===== src/rtl/mc_pkg.sv =====
// Shared definitions for the multicycle core: FSM states, ISA encodings, ALU ops.
package mc_pkg;

   localparam int unsigned INSTR_W = 32;

   // FSM states, encoded 0..12 in this order
   typedef enum logic [3:0] {
      S_FETCH    = 4'd0,
      S_DECODE   = 4'd1,
      S_MEMADR   = 4'd2,
      S_MEMREAD  = 4'd3,
      S_MEMWB    = 4'd4,
      S_MEMWRITE = 4'd5,
      S_EXECUTE  = 4'd6,
      S_ALUWB    = 4'd7,
      S_BRANCH   = 4'd8,
      S_ADDIEX   = 4'd9,
      S_ADDIWB   = 4'd10,
      S_JUMP     = 4'd11,
      S_HALT     = 4'd12
   } state_t;

   // Primary opcodes, IR[31:26]
   localparam logic [5:0] OP_RTYPE = 6'b000000;
   localparam logic [5:0] OP_LW    = 6'b100011;
   localparam logic [5:0] OP_SW    = 6'b101011;
   localparam logic [5:0] OP_ADDI  = 6'b001000;
   localparam logic [5:0] OP_BEQ   = 6'b000100;
   localparam logic [5:0] OP_J     = 6'b000010;
   localparam logic [5:0] OP_HALT  = 6'b111111;

   // R-type function codes, IR[5:0]
   localparam logic [5:0] FN_ADD = 6'b100000;
   localparam logic [5:0] FN_SUB = 6'b100010;
   localparam logic [5:0] FN_AND = 6'b100100;
   localparam logic [5:0] FN_OR  = 6'b100101;
   localparam logic [5:0] FN_SLT = 6'b101010;

   // ALU operation selects
   localparam logic [2:0] ALU_ADD = 3'd0;
   localparam logic [2:0] ALU_SUB = 3'd1;
   localparam logic [2:0] ALU_AND = 3'd2;
   localparam logic [2:0] ALU_OR  = 3'd3;
   localparam logic [2:0] ALU_SLT = 3'd4;

   // Map an R-type funct to {known, alu_op}; unknown functs retire as NOPs
   function automatic logic [3:0] decode_funct(input logic [5:0] funct);
      logic [3:0] res;
      case (funct)
         FN_ADD:  res = {1'b1, ALU_ADD};
         FN_SUB:  res = {1'b1, ALU_SUB};
         FN_AND:  res = {1'b1, ALU_AND};
         FN_OR:   res = {1'b1, ALU_OR};
         FN_SLT:  res = {1'b1, ALU_SLT};
         default: res = {1'b0, ALU_ADD};
      endcase
      return res;
   endfunction

endpackage


===== src/rtl/mc_regfile.sv =====
// Register file: NREGS x WIDTH, two async read ports, one sync write port, r0 hardwired to zero.
module mc_regfile
   import mc_pkg::*;
#(
   parameter int unsigned WIDTH = 32,
   parameter int unsigned NREGS = 32,
   localparam int unsigned AW   = $clog2(NREGS)
) (
   input  logic             clk,
   input  logic             rst,
   input  logic [AW-1:0]    ra1,
   input  logic [AW-1:0]    ra2,
   output logic [WIDTH-1:0] rd1,
   output logic [WIDTH-1:0] rd2,
   input  logic             we,
   input  logic [AW-1:0]    wa,
   input  logic [WIDTH-1:0] wd
);

   logic [WIDTH-1:0] regs [NREGS];

   // Clear all entries on reset; writes to r0 are dropped
   always_ff @(posedge clk) begin
      if (!rst) begin
         for (int i = 0; i < int'(NREGS); i++) begin
            regs[i] <= '0;
         end
      end else if (we && (wa != '0)) begin
         regs[wa] <= wd;
      end
   end

   assign rd1 = (ra1 == '0) ? '0 : regs[ra1];
   assign rd2 = (ra2 == '0) ? '0 : regs[ra2];

endmodule


===== src/rtl/mc_core_hs.sv =====
// Multicycle MIPS-subset core with an external req/ready memory port, HALT and retire counter.
module mc_core_hs
   import mc_pkg::*;
#(
   parameter int unsigned WIDTH    = 32,
   parameter int unsigned ADDR_W   = 16,
   parameter int unsigned NREGS    = 32,
   parameter int unsigned RETIRE_W = 16
) (
   input  logic                clk,
   input  logic                rst,
   output logic                mem_req,
   output logic                mem_we,
   output logic [ADDR_W-1:0]   mem_addr,
   output logic [WIDTH-1:0]    mem_wdata,
   input  logic [WIDTH-1:0]    mem_rdata,
   input  logic                mem_ready,
   output logic                halted,
   output logic [3:0]          state,
   output logic [RETIRE_W-1:0] retired
);

   localparam int unsigned RW = $clog2(NREGS);

   state_t               state_r, state_n;
   logic [ADDR_W-1:0]    pc, pc_n;
   logic [INSTR_W-1:0]   ir, ir_n;
   logic [WIDTH-1:0]     a, a_n, b, b_n;
   logic [WIDTH-1:0]     alu_out, alu_n;
   logic [WIDTH-1:0]     mdr, mdr_n;
   logic                 req_n, we_n, halted_n;
   logic [ADDR_W-1:0]    addr_n;
   logic [WIDTH-1:0]     wdata_n;
   logic [RETIRE_W-1:0]  retired_n;
   logic                 retire_inc;

   logic [5:0]           opcode, funct;
   logic [RW-1:0]        rs, rt, rd;
   logic [WIDTH-1:0]     imm_ext;
   logic [WIDTH-1:0]     rd1, rd2;
   logic                 funct_ok;
   logic [2:0]           alu_op;
   logic [WIDTH-1:0]     alu_y;
   logic                 done;

   logic                 rf_we;
   logic [RW-1:0]        rf_wa;
   logic [WIDTH-1:0]     rf_wd;

   // Instruction field extraction; register fields truncated to the register index width
   assign opcode  = ir[31:26];
   assign funct   = ir[5:0];
   assign rs      = ir[21 +: RW];
   assign rt      = ir[16 +: RW];
   assign rd      = ir[11 +: RW];
   assign imm_ext = WIDTH'($signed(ir[15:0]));
   assign {funct_ok, alu_op} = decode_funct(funct);
   assign done    = mem_req && mem_ready;
   assign state   = state_r;

   mc_regfile #(
      .WIDTH (WIDTH),
      .NREGS (NREGS)
   ) u_rf (
      .clk (clk),
      .rst (rst),
      .ra1 (rs),
      .ra2 (rt),
      .rd1 (rd1),
      .rd2 (rd2),
      .we  (rf_we),
      .wa  (rf_wa),
      .wd  (rf_wd)
   );

   // ALU on the latched A/B operands
   always_comb begin
      alu_y = '0;
      case (alu_op)
         ALU_ADD: alu_y = a + b;
         ALU_SUB: alu_y = a - b;
         ALU_AND: alu_y = a & b;
         ALU_OR:  alu_y = a | b;
         ALU_SLT: alu_y = ($signed(a) < $signed(b)) ? WIDTH'(1) : '0;
         default: alu_y = '0;
      endcase
   end

   // State and datapath registers; memory port outputs are registered so they hold while stalled
   always_ff @(posedge clk) begin
      if (!rst) begin
         state_r   <= S_FETCH;
         pc        <= '0;
         ir        <= '0;
         a         <= '0;
         b         <= '0;
         alu_out   <= '0;
         mdr       <= '0;
         mem_req   <= 1'b0;
         mem_we    <= 1'b0;
         mem_addr  <= '0;
         mem_wdata <= '0;
         halted    <= 1'b0;
         retired   <= '0;
      end else begin
         state_r   <= state_n;
         pc        <= pc_n;
         ir        <= ir_n;
         a         <= a_n;
         b         <= b_n;
         alu_out   <= alu_n;
         mdr       <= mdr_n;
         mem_req   <= req_n;
         mem_we    <= we_n;
         mem_addr  <= addr_n;
         mem_wdata <= wdata_n;
         halted    <= halted_n;
         retired   <= retired_n;
      end
   end

   // Next-state and datapath control; memory states issue a request then wait for ready
   always_comb begin
      state_n  = state_r;
      pc_n     = pc;
      ir_n     = ir;
      a_n      = a;
      b_n      = b;
      alu_n    = alu_out;
      mdr_n    = mdr;
      req_n    = 1'b0;
      we_n     = 1'b0;
      addr_n   = mem_addr;
      wdata_n  = mem_wdata;
      rf_we    = 1'b0;
      rf_wa    = rt;
      rf_wd    = alu_out;

      case (state_r)
         S_FETCH: begin
            if (done) begin
               ir_n    = INSTR_W'(mem_rdata);
               pc_n    = pc + ADDR_W'(1);
               state_n = S_DECODE;
            end else begin
               req_n  = 1'b1;
               addr_n = pc;
            end
         end
         S_DECODE: begin
            a_n   = rd1;
            b_n   = rd2;
            alu_n = WIDTH'(pc) + imm_ext;
            case (opcode)
               OP_RTYPE: state_n = funct_ok ? S_EXECUTE : S_FETCH;
               OP_LW,
               OP_SW:    state_n = S_MEMADR;
               OP_ADDI:  state_n = S_ADDIEX;
               OP_BEQ:   state_n = S_BRANCH;
               OP_J:     state_n = S_JUMP;
               OP_HALT:  state_n = S_HALT;
               default:  state_n = S_FETCH;
            endcase
         end
         S_MEMADR: begin
            alu_n   = a + imm_ext;
            state_n = (opcode == OP_SW) ? S_MEMWRITE : S_MEMREAD;
         end
         S_MEMREAD: begin
            if (done) begin
               mdr_n   = mem_rdata;
               state_n = S_MEMWB;
            end else begin
               req_n  = 1'b1;
               addr_n = alu_out[ADDR_W-1:0];
            end
         end
         S_MEMWB: begin
            rf_we   = 1'b1;
            rf_wa   = rt;
            rf_wd   = mdr;
            state_n = S_FETCH;
         end
         S_MEMWRITE: begin
            if (done) begin
               state_n = S_FETCH;
            end else begin
               req_n   = 1'b1;
               we_n    = 1'b1;
               addr_n  = alu_out[ADDR_W-1:0];
               wdata_n = b;
            end
         end
         S_EXECUTE: begin
            alu_n   = alu_y;
            state_n = S_ALUWB;
         end
         S_ALUWB: begin
            rf_we   = 1'b1;
            rf_wa   = rd;
            rf_wd   = alu_out;
            state_n = S_FETCH;
         end
         S_BRANCH: begin
            if (a == b) begin
               pc_n = alu_out[ADDR_W-1:0];
            end
            state_n = S_FETCH;
         end
         S_ADDIEX: begin
            alu_n   = a + imm_ext;
            state_n = S_ADDIWB;
         end
         S_ADDIWB: begin
            rf_we   = 1'b1;
            rf_wa   = rt;
            rf_wd   = alu_out;
            state_n = S_FETCH;
         end
         S_JUMP: begin
            pc_n    = ADDR_W'(ir[25:0]);
            state_n = S_FETCH;
         end
         S_HALT: begin
            state_n = S_HALT;
         end
         default: begin
            state_n = S_FETCH;
         end
      endcase

      halted_n   = (state_n == S_HALT);
      retire_inc = ((state_n == S_FETCH) && (state_r != S_FETCH)) ||
                   ((state_n == S_HALT)  && (state_r != S_HALT));
      retired_n  = retired + RETIRE_W'(retire_inc);
   end

endmodule

===== config.mk =====
export PLATFORM = sky130hd
export DESIGN_NAME = mc_core_hs
export DESIGN_NICKNAME = d
export VERILOG_FILES = /design/src/rtl/mc_pkg.sv /design/src/rtl/mc_regfile.sv /design/src/rtl/mc_core_hs.sv
export SDC_FILE = /design/constraint.sdc
export NUM_CORES = 2
export LEC_CHECK = 0
export ABC_AREA = 1
export CAP_MARGIN = 0
export CORE_ASPECT_RATIO = 0.9
export CORE_MARGIN = 2
export CORE_UTILIZATION = 45
export DETAILED_ROUTE_END_ITERATION = 6
export GPL_ROUTABILITY_DRIVEN = 0
export SYNTH_ARGS = -nofsm -noshare
export SYNTH_HDL_FRONTEND = slang
export SYNTH_SLANG_ARGS = --single-unit

===== constraint.sdc =====
create_clock -name clk -period 6.02 [get_ports clk]
set_input_delay 1.204 -clock clk [delete_from_list [all_inputs] [get_ports clk]]
set_output_delay 1.204 -clock clk [all_outputs]
set_load 0.1 [all_outputs]

Word level (Yosys, flattened, before mapping)
Memory sizes are Yosys's and may differ from the RTL's. A register that Yosys moved wholly into a read port is not among the register bits.
Index checks and enable logic that the tools add are counted.
{"block": "classes", "eq_ne": 34, "add_sub_neg": 6, "n_mux": 34, "n_lt_le_gt_ge": 1, "reduce_logical": 29, "bitwise_logic": 3}
{"operator": "one-hot mux 32 bit (5 select lines)", "n": 1}
{"operator": "2-to-1 mux 32 bit", "n": 4}
{"operator": "one-hot mux 32 bit (3 select lines)", "n": 1}
{"operator": "adder 32 bit", "n": 2}
{"operator": "2-to-1 mux 16 bit", "n": 4}
{"operator": "== test 6 bit, second input constant", "n": 8}
{"operator": "one-hot mux 16 bit (3 select lines)", "n": 1}
{"operator": "AND 32 bit", "n": 1}
{"operator": "== test 32 bit", "n": 1}
{"operator": "< comparator 32 bit", "n": 1}
{"operator": "OR 32 bit", "n": 1}
{"operator": "one-hot mux 16 bit (2 select lines)", "n": 1}
{"operator": "one-hot mux 4 bit (8 select lines)", "n": 1}
{"operator": "OR reduction 32 bit", "n": 1}
{"operator": "subtractor 32 bit", "n": 1}
{"operator": "2-to-1 mux 5 bit", "n": 6}
{"operator": "== test 4 bit, second input constant", "n": 6}
{"operator": "one-hot mux 4 bit (6 select lines)", "n": 1}
{"operator": "one-hot mux 4 bit (5 select lines)", "n": 1}
{"operator": "adder 17 x 16 -> 18 bit", "n": 1}
{"operator": "adder 16 x 1 -> 16 bit", "n": 1}
{"operator": "adder 16 x 1 -> 16 bit, second input constant", "n": 1}
{"operator": "== test 4 x 3 -> 1 bit, second input constant", "n": 4}
{"operator": "2-to-1 mux 4 bit", "n": 3}
{"operator": "other kinds (27)", "n": 54}
{"block": "totals", "regBits": 247, "output_inout_bits": 71, "word_cells": 121, "ramBits": 1024, "input_bits": 35, "memories": 1}
{"name": "u_rf.regs", "words": 32, "word_bits": 32, "rd": 2, "rd_clocked_by_memory_dff": 2, "write_ports": 32, "line_no": "mc_regfile.sv:20", "source": "logic [WIDTH-1:0] regs [NREGS];"}

Longest topological paths before layout
{"block": "logic_depth", "ltp_word": 9, "mapped_depth": 25, "depth_no_buf": 25}

By module
Synthesis repeated with hierarchy kept, for this count alone.
{"block": "unflattened", "hier_cells": 10310, "area_unflattened_um2": 75710.1}
{"module": "mc_regfile", "cells_each": 7256, "area_each_um2": 56695.6, "n_inst": 1}
{"module": "mc_core_hs", "cells_each": 3054, "area_each_um2": 19014.5, "n_inst": 1}

Worst setup path after synthesis
No wires, ideal clock.
{"block": "synth_timing", "path_kind": "reg-to-reg", "from": "register state_r[0] (netlist: state[0])", "to": "register retired[14]", "stages_incl_launch_ff": 21, "t_arrival_ns": 4.103, "n_path_buf": 0, "setup_time_ns": 0.121, "synth_period_minus_slack_ns": 4.225, "path_slack_ns": 1.795, "cell_sequence": "dfxtp_1 inv_1 nor2_1 inv_1 nor2_1 inv_1 o21a_1 inv_1 nand2_1 o21ai_0 ha_1 ha_1 nand2_1 inv_1 nand2_1 nor3_1 nand3_1 nor3b_1 nand4_1 o21ai_0 a21oi_1"}
{"block": "synth_between", "elab_chain_len": 6, "elab_cells_between_ends": 20, "classes_between": "1 x add/sub; 9 x eq/ne; 4 x mux; 6 x reduce/logical"}
{"item": "start: declaration", "line_no": "mc_core_hs.sv:25", "source": "state_t state_r, state_n;"}
{"item": "start signal: assignment", "line_no": "mc_core_hs.sv:106", "source": "state_r <= state_n;"}
{"item": "== test 4 bit, or another cell as far along", "line_no": "mc_core_hs.sv:139", "source": "case (state_r)"}
{"item": "one-hot mux 4 bit (8 select lines)", "line_no": "mc_core_hs.sv:139"}
{"item": "== test 4 bit or logical NOT 4 bit (tied branches)", "line_no": "mc_core_hs.sv:234, mc_core_hs.sv:233"}
{"item": "logical AND 1 bit (on tied branches)", "line_no": "mc_core_hs.sv:234, mc_core_hs.sv:233"}
{"item": "logical OR 1 bit (*)", "line_no": "mc_core_hs.sv:233", "source": "retire_inc = ((state_n == S_FETCH) && (state_r != S_FETCH)) ||"}
{"item": "adder 16 x 1 -> 16 bit (*)", "line_no": "mc_core_hs.sv:235", "source": "retired_n = retired + RETIRE_W'(retire_inc);"}
{"item": "end signal: assignment", "line_no": "mc_core_hs.sv:118", "source": "retired <= retired_n;"}
{"item": "end: declaration", "line_no": "mc_core_hs.sv:20", "source": "output logic [RETIRE_W-1:0] retired"}
Mark *: on every way between the ends. The rest lies on a longest branch, timed or not.
A chain may end at the register's enable or synchronous reset.

==> results.py <==
metrics = {
    "outcome": {
        "status": "finished, final reports clean",
    },
    "global_route": {
        "overflow": 0,
        "track_usage_pct": 33.6,
        "grt_pass1_vias": 61800,
        "antenna_found_initial": 10,
        "grt_pass1_wl_um": 419000,
        "grt_max_degree": 160,
    },
    "cts": {
        "clkTransAtPathRegs_ns": 0.06,
        "clock-sinks": 1281,
        "clock_latency_ns": 0.82,
        "clockBufferDepth": 3,
        "cts_root_buf": "clkbuf_16",
        "cts_setup_buffers": 0,
        "htreeDepth": 4,
        "cts_resized": 0,
        "tritoncts": "built",
        "cts_buffers": 140,
        "holdBufCountCts": 0,
    },
    "power": {
        "ir_worst_vdd_v": 0.000311,
        "p_per_area_nw_per_um2": 296,
        "p_leak_uw": 0.0283,
        "power_uw": 24000,
    },
    "setup_path": {
        "critPathLaunchType": "flip-flop",
        "critPathArrivalTime_ns": 5.16,
        "crit_slowest_cell": "nand2_2",
        "crit_family": "simple AND/OR/NAND/NOR gates",
        "critPathMaxFanout": 33,
        "worstSetupStartpoint": "state[2]",
        "crit_path_max_incr_delay_ns": 0.97,
        "reg2reg_slack_ns": 1.28,
        "critPathBufInv": 1,
        "r2r-start": "state[2]",
        "path_cells": "inv_2 -> nor2_4 -> nand3_2 -> o211ai_1 -> nand3_4 -> nor3_4 -> nand2_4 -> nand2_2",
        "path_class": "reg -> reg",
        "cp.required_ns": 6.44,
        "end_kind": "flip-flop",
    },
    "yosys": {
        "ys_async_sr_fraction_pct": 0,
        "avgSynthCellArea_um2": 8.62,
        "syn_inst": 8604,
        "synth_cell_type_count": 52,
        "seq_area_frac_synth_pct": 48.4,
        "synth_area_um2": 74200,
        "ys_ff_latch": 1281,
        "synth_edf_count": 1024,
        "ys_warn_count": 0,
        "synth_ff_type": "edfxtp_1",
    },
    "cells_and_area": {
        "final_nets": 8486,
        "area_growth_pct": 9.10,
        "fin_area_um2": 81000,
        "final_layout_size_suffix_gt1_share_pct": 9.98,
        "instances_no_fill": 10500,
        "post-route-util_pct": 49.4,
    },
    "die": {
        "die-area_um2": 168000,
        "fp.dieW_um": 432,
        "fp-row-count": 141,
        "core_um2": 164000,
        "die_y_um": 389,
        "io_pins": 106,
        "initial_core_util_pct": 45.3,
    },
    "route": {
        "dr.first_iter.drc_count": 10500,
        "wl_um": 291000,
        "drt-pass1-iter-count": 7,
        "route.vias.total": 67000,
        "wire_per_inst_um": 27.6,
        "viasPerCell": 6.35,
        "post-route-drc-count": 0,
        "ant_nets": 0,
    },
    "timing": {
        "finalMaxSlewViolations": 0,
        "final.setup_skew_ns": 0.0281,
        "max_freq_mhz": 211,
        "rsz0062_at_grt": "no",
        "max_slew.worst_pin.slew_ns": 1.34,
        "relSlewSlack_pct": 10.8,
        "tns_ns": 0,
        "setup_violations": 0,
        "finalHoldViolations": 0,
        "period_needed_ns": 4.74,
        "fin_crit_sh_pct": 78.7,
    },
    "placed_design": {
        "port_buffers": 105,
        "postPlaceCellArea_um2": 76500,
        "placed_cells_incl_taps": 10300,
        "hpwl_um": 187000,
    },
    "flow_run": {
        "maxCapViolCount": 0,
    },
    "hold_path": {
        "hp-class": "reg -> reg",
        "hp-start": "mem_wdata[2]",
    },
}
-- through the flow --
stage	hold slack [ns]	setup slack, ns
floorplan	0.430	1.80
finish	0.462	1.28
global placement	0.448	1.30
CTS	0.461	1.39
global route	0.478	1.18
detailed placement	0.451	1.33
-- power breakdown --
part	switching, uW	total, uW	internal (uW)
sequential	391	10300	9890
clock	3780	8640	4860
combinational	3840	5040	1200
-- state kept, by name, summed over array words and instances (netlist names), 4 cells and up, named ones only --
| name | flops |
|---|---|
| u_rf.regs | 1024 |
| a | 32 |
| alu_out | 32 |
| b | 32 |
| ir | 32 |
| mdr | 32 |
| mem_wdata | 32 |
| mem_addr | 16 |
| pc | 16 |
| retired | 16 |
| state | 4 |
-- cell usage after synthesis, types with 20 or more instances --
| cell type | number | area (um2) |
|---|---|---|
| o221ai_1 | 260 | 2280 |
| ha_1 | 147 | 1840 |
| clkbuf_1 | 622 | 2330 |
| buf_1 | 20 | 75.1 |
| nand4_1 | 37 | 231 |
| a21oi_1 | 583 | 2920 |
| nand3_1 | 431 | 2160 |
| nand2_4 | 25 | 282 |
| edfxtp_1 | 1024 | 30700 |
| mux2i_1 | 256 | 2560 |
| dfxtp_1 | 257 | 5140 |
| inv_1 | 476 | 1790 |
| nor2_1 | 1193 | 4480 |
| nand2_1 | 1597 | 5990 |
| o21ai_0 | 499 | 2500 |
| a32oi_1 | 256 | 2240 |
| o22ai_1 | 25 | 156 |
| nor2_2 | 359 | 2250 |
| o211ai_1 | 259 | 1940 |
| buf_6 | 73 | 822 |
| a31oi_1 | 30 | 188 |
| nor3_1 | 28 | 140 |
-- cells in the final DEF, fill, tap and decap left out, types with 7 or more instances in the layout --
cell	instances
nand2_1	1558
clkinv_2	11
inv_1	475
nand2_2	39
o22ai_1	25
o211ai_1	259
clkbuf_8	10
o21ai_4	22
clkinv_1	25
clkbuf_1	30
a21oi_1	576
dfxtp_4	8
o21ai_0	474
nand3_1	431
a32oi_1	256
nand2_4	26
dfxtp_1	247
nor2_1	1190
clkbuf_16	143
a31oi_1	30
xor2_1	15
or2_2	15
buf_4	126
bufinv_16	8
ha_1	147
conb_1	32
edfxtp_1	1024
o21bai_1	16
buf_12	15
inv_6	7
o221ai_1	260
nand4_1	37
nor3_1	28
nor2_2	362
clkdlybuf4s50_1	104
o21a_1	9
mux2i_1	256
nand3b_1	16
-- worst min-delay path: stages (launching register included) --
cell,delay (ns)
dfxtp_1,0.31
nand2_1,0.06
a21oi_1,0.05
-- logic make-up after synthesis --
logic type | after synthesis | share of synthesized area, %
flip-flops | 1281 | 48.4
multiplexers | 256 | 3.45
XOR/XNOR | 17 | 0.201
buffers and inverters | 1210 | 6.87
adder cells (fa/ha/maj) | 151 | 2.59
other | 1 | 0.00505
AO/OA/AOI/OAI | 1965 | 17.0
AND/OR/NAND/NOR | 3723 | 21.5
-- area by class of cell --
class	count	area, um2
antenna	2	5.00
clock buffer	188	3860
clock inverter	55	563
fill	15300	82900
inverter	487	1850
multi-input combinational	6144	33800
sequential	1281	35900
tap	2145	2680
timing repair buffer	246	2300
-- layer usage --
layer,track usage [%],share of wire [%]
met5,0,0.027
met4,15.9,5.2
met3,9.85,14
met2,47.5,41
met1,46.9,40
-- worst paths after layout --
| path | end | cells after the start |
|---|---|---|
| max | u_rf.regs[14][21] | 8 |
| min | mem_wdata[2] | 2 |
| max reg2reg | u_rf.regs[14][21] | 8 |
| min reg2reg | mem_wdata[2] | 2 |
No activity file was read; power rests on OpenSTA's default activity.
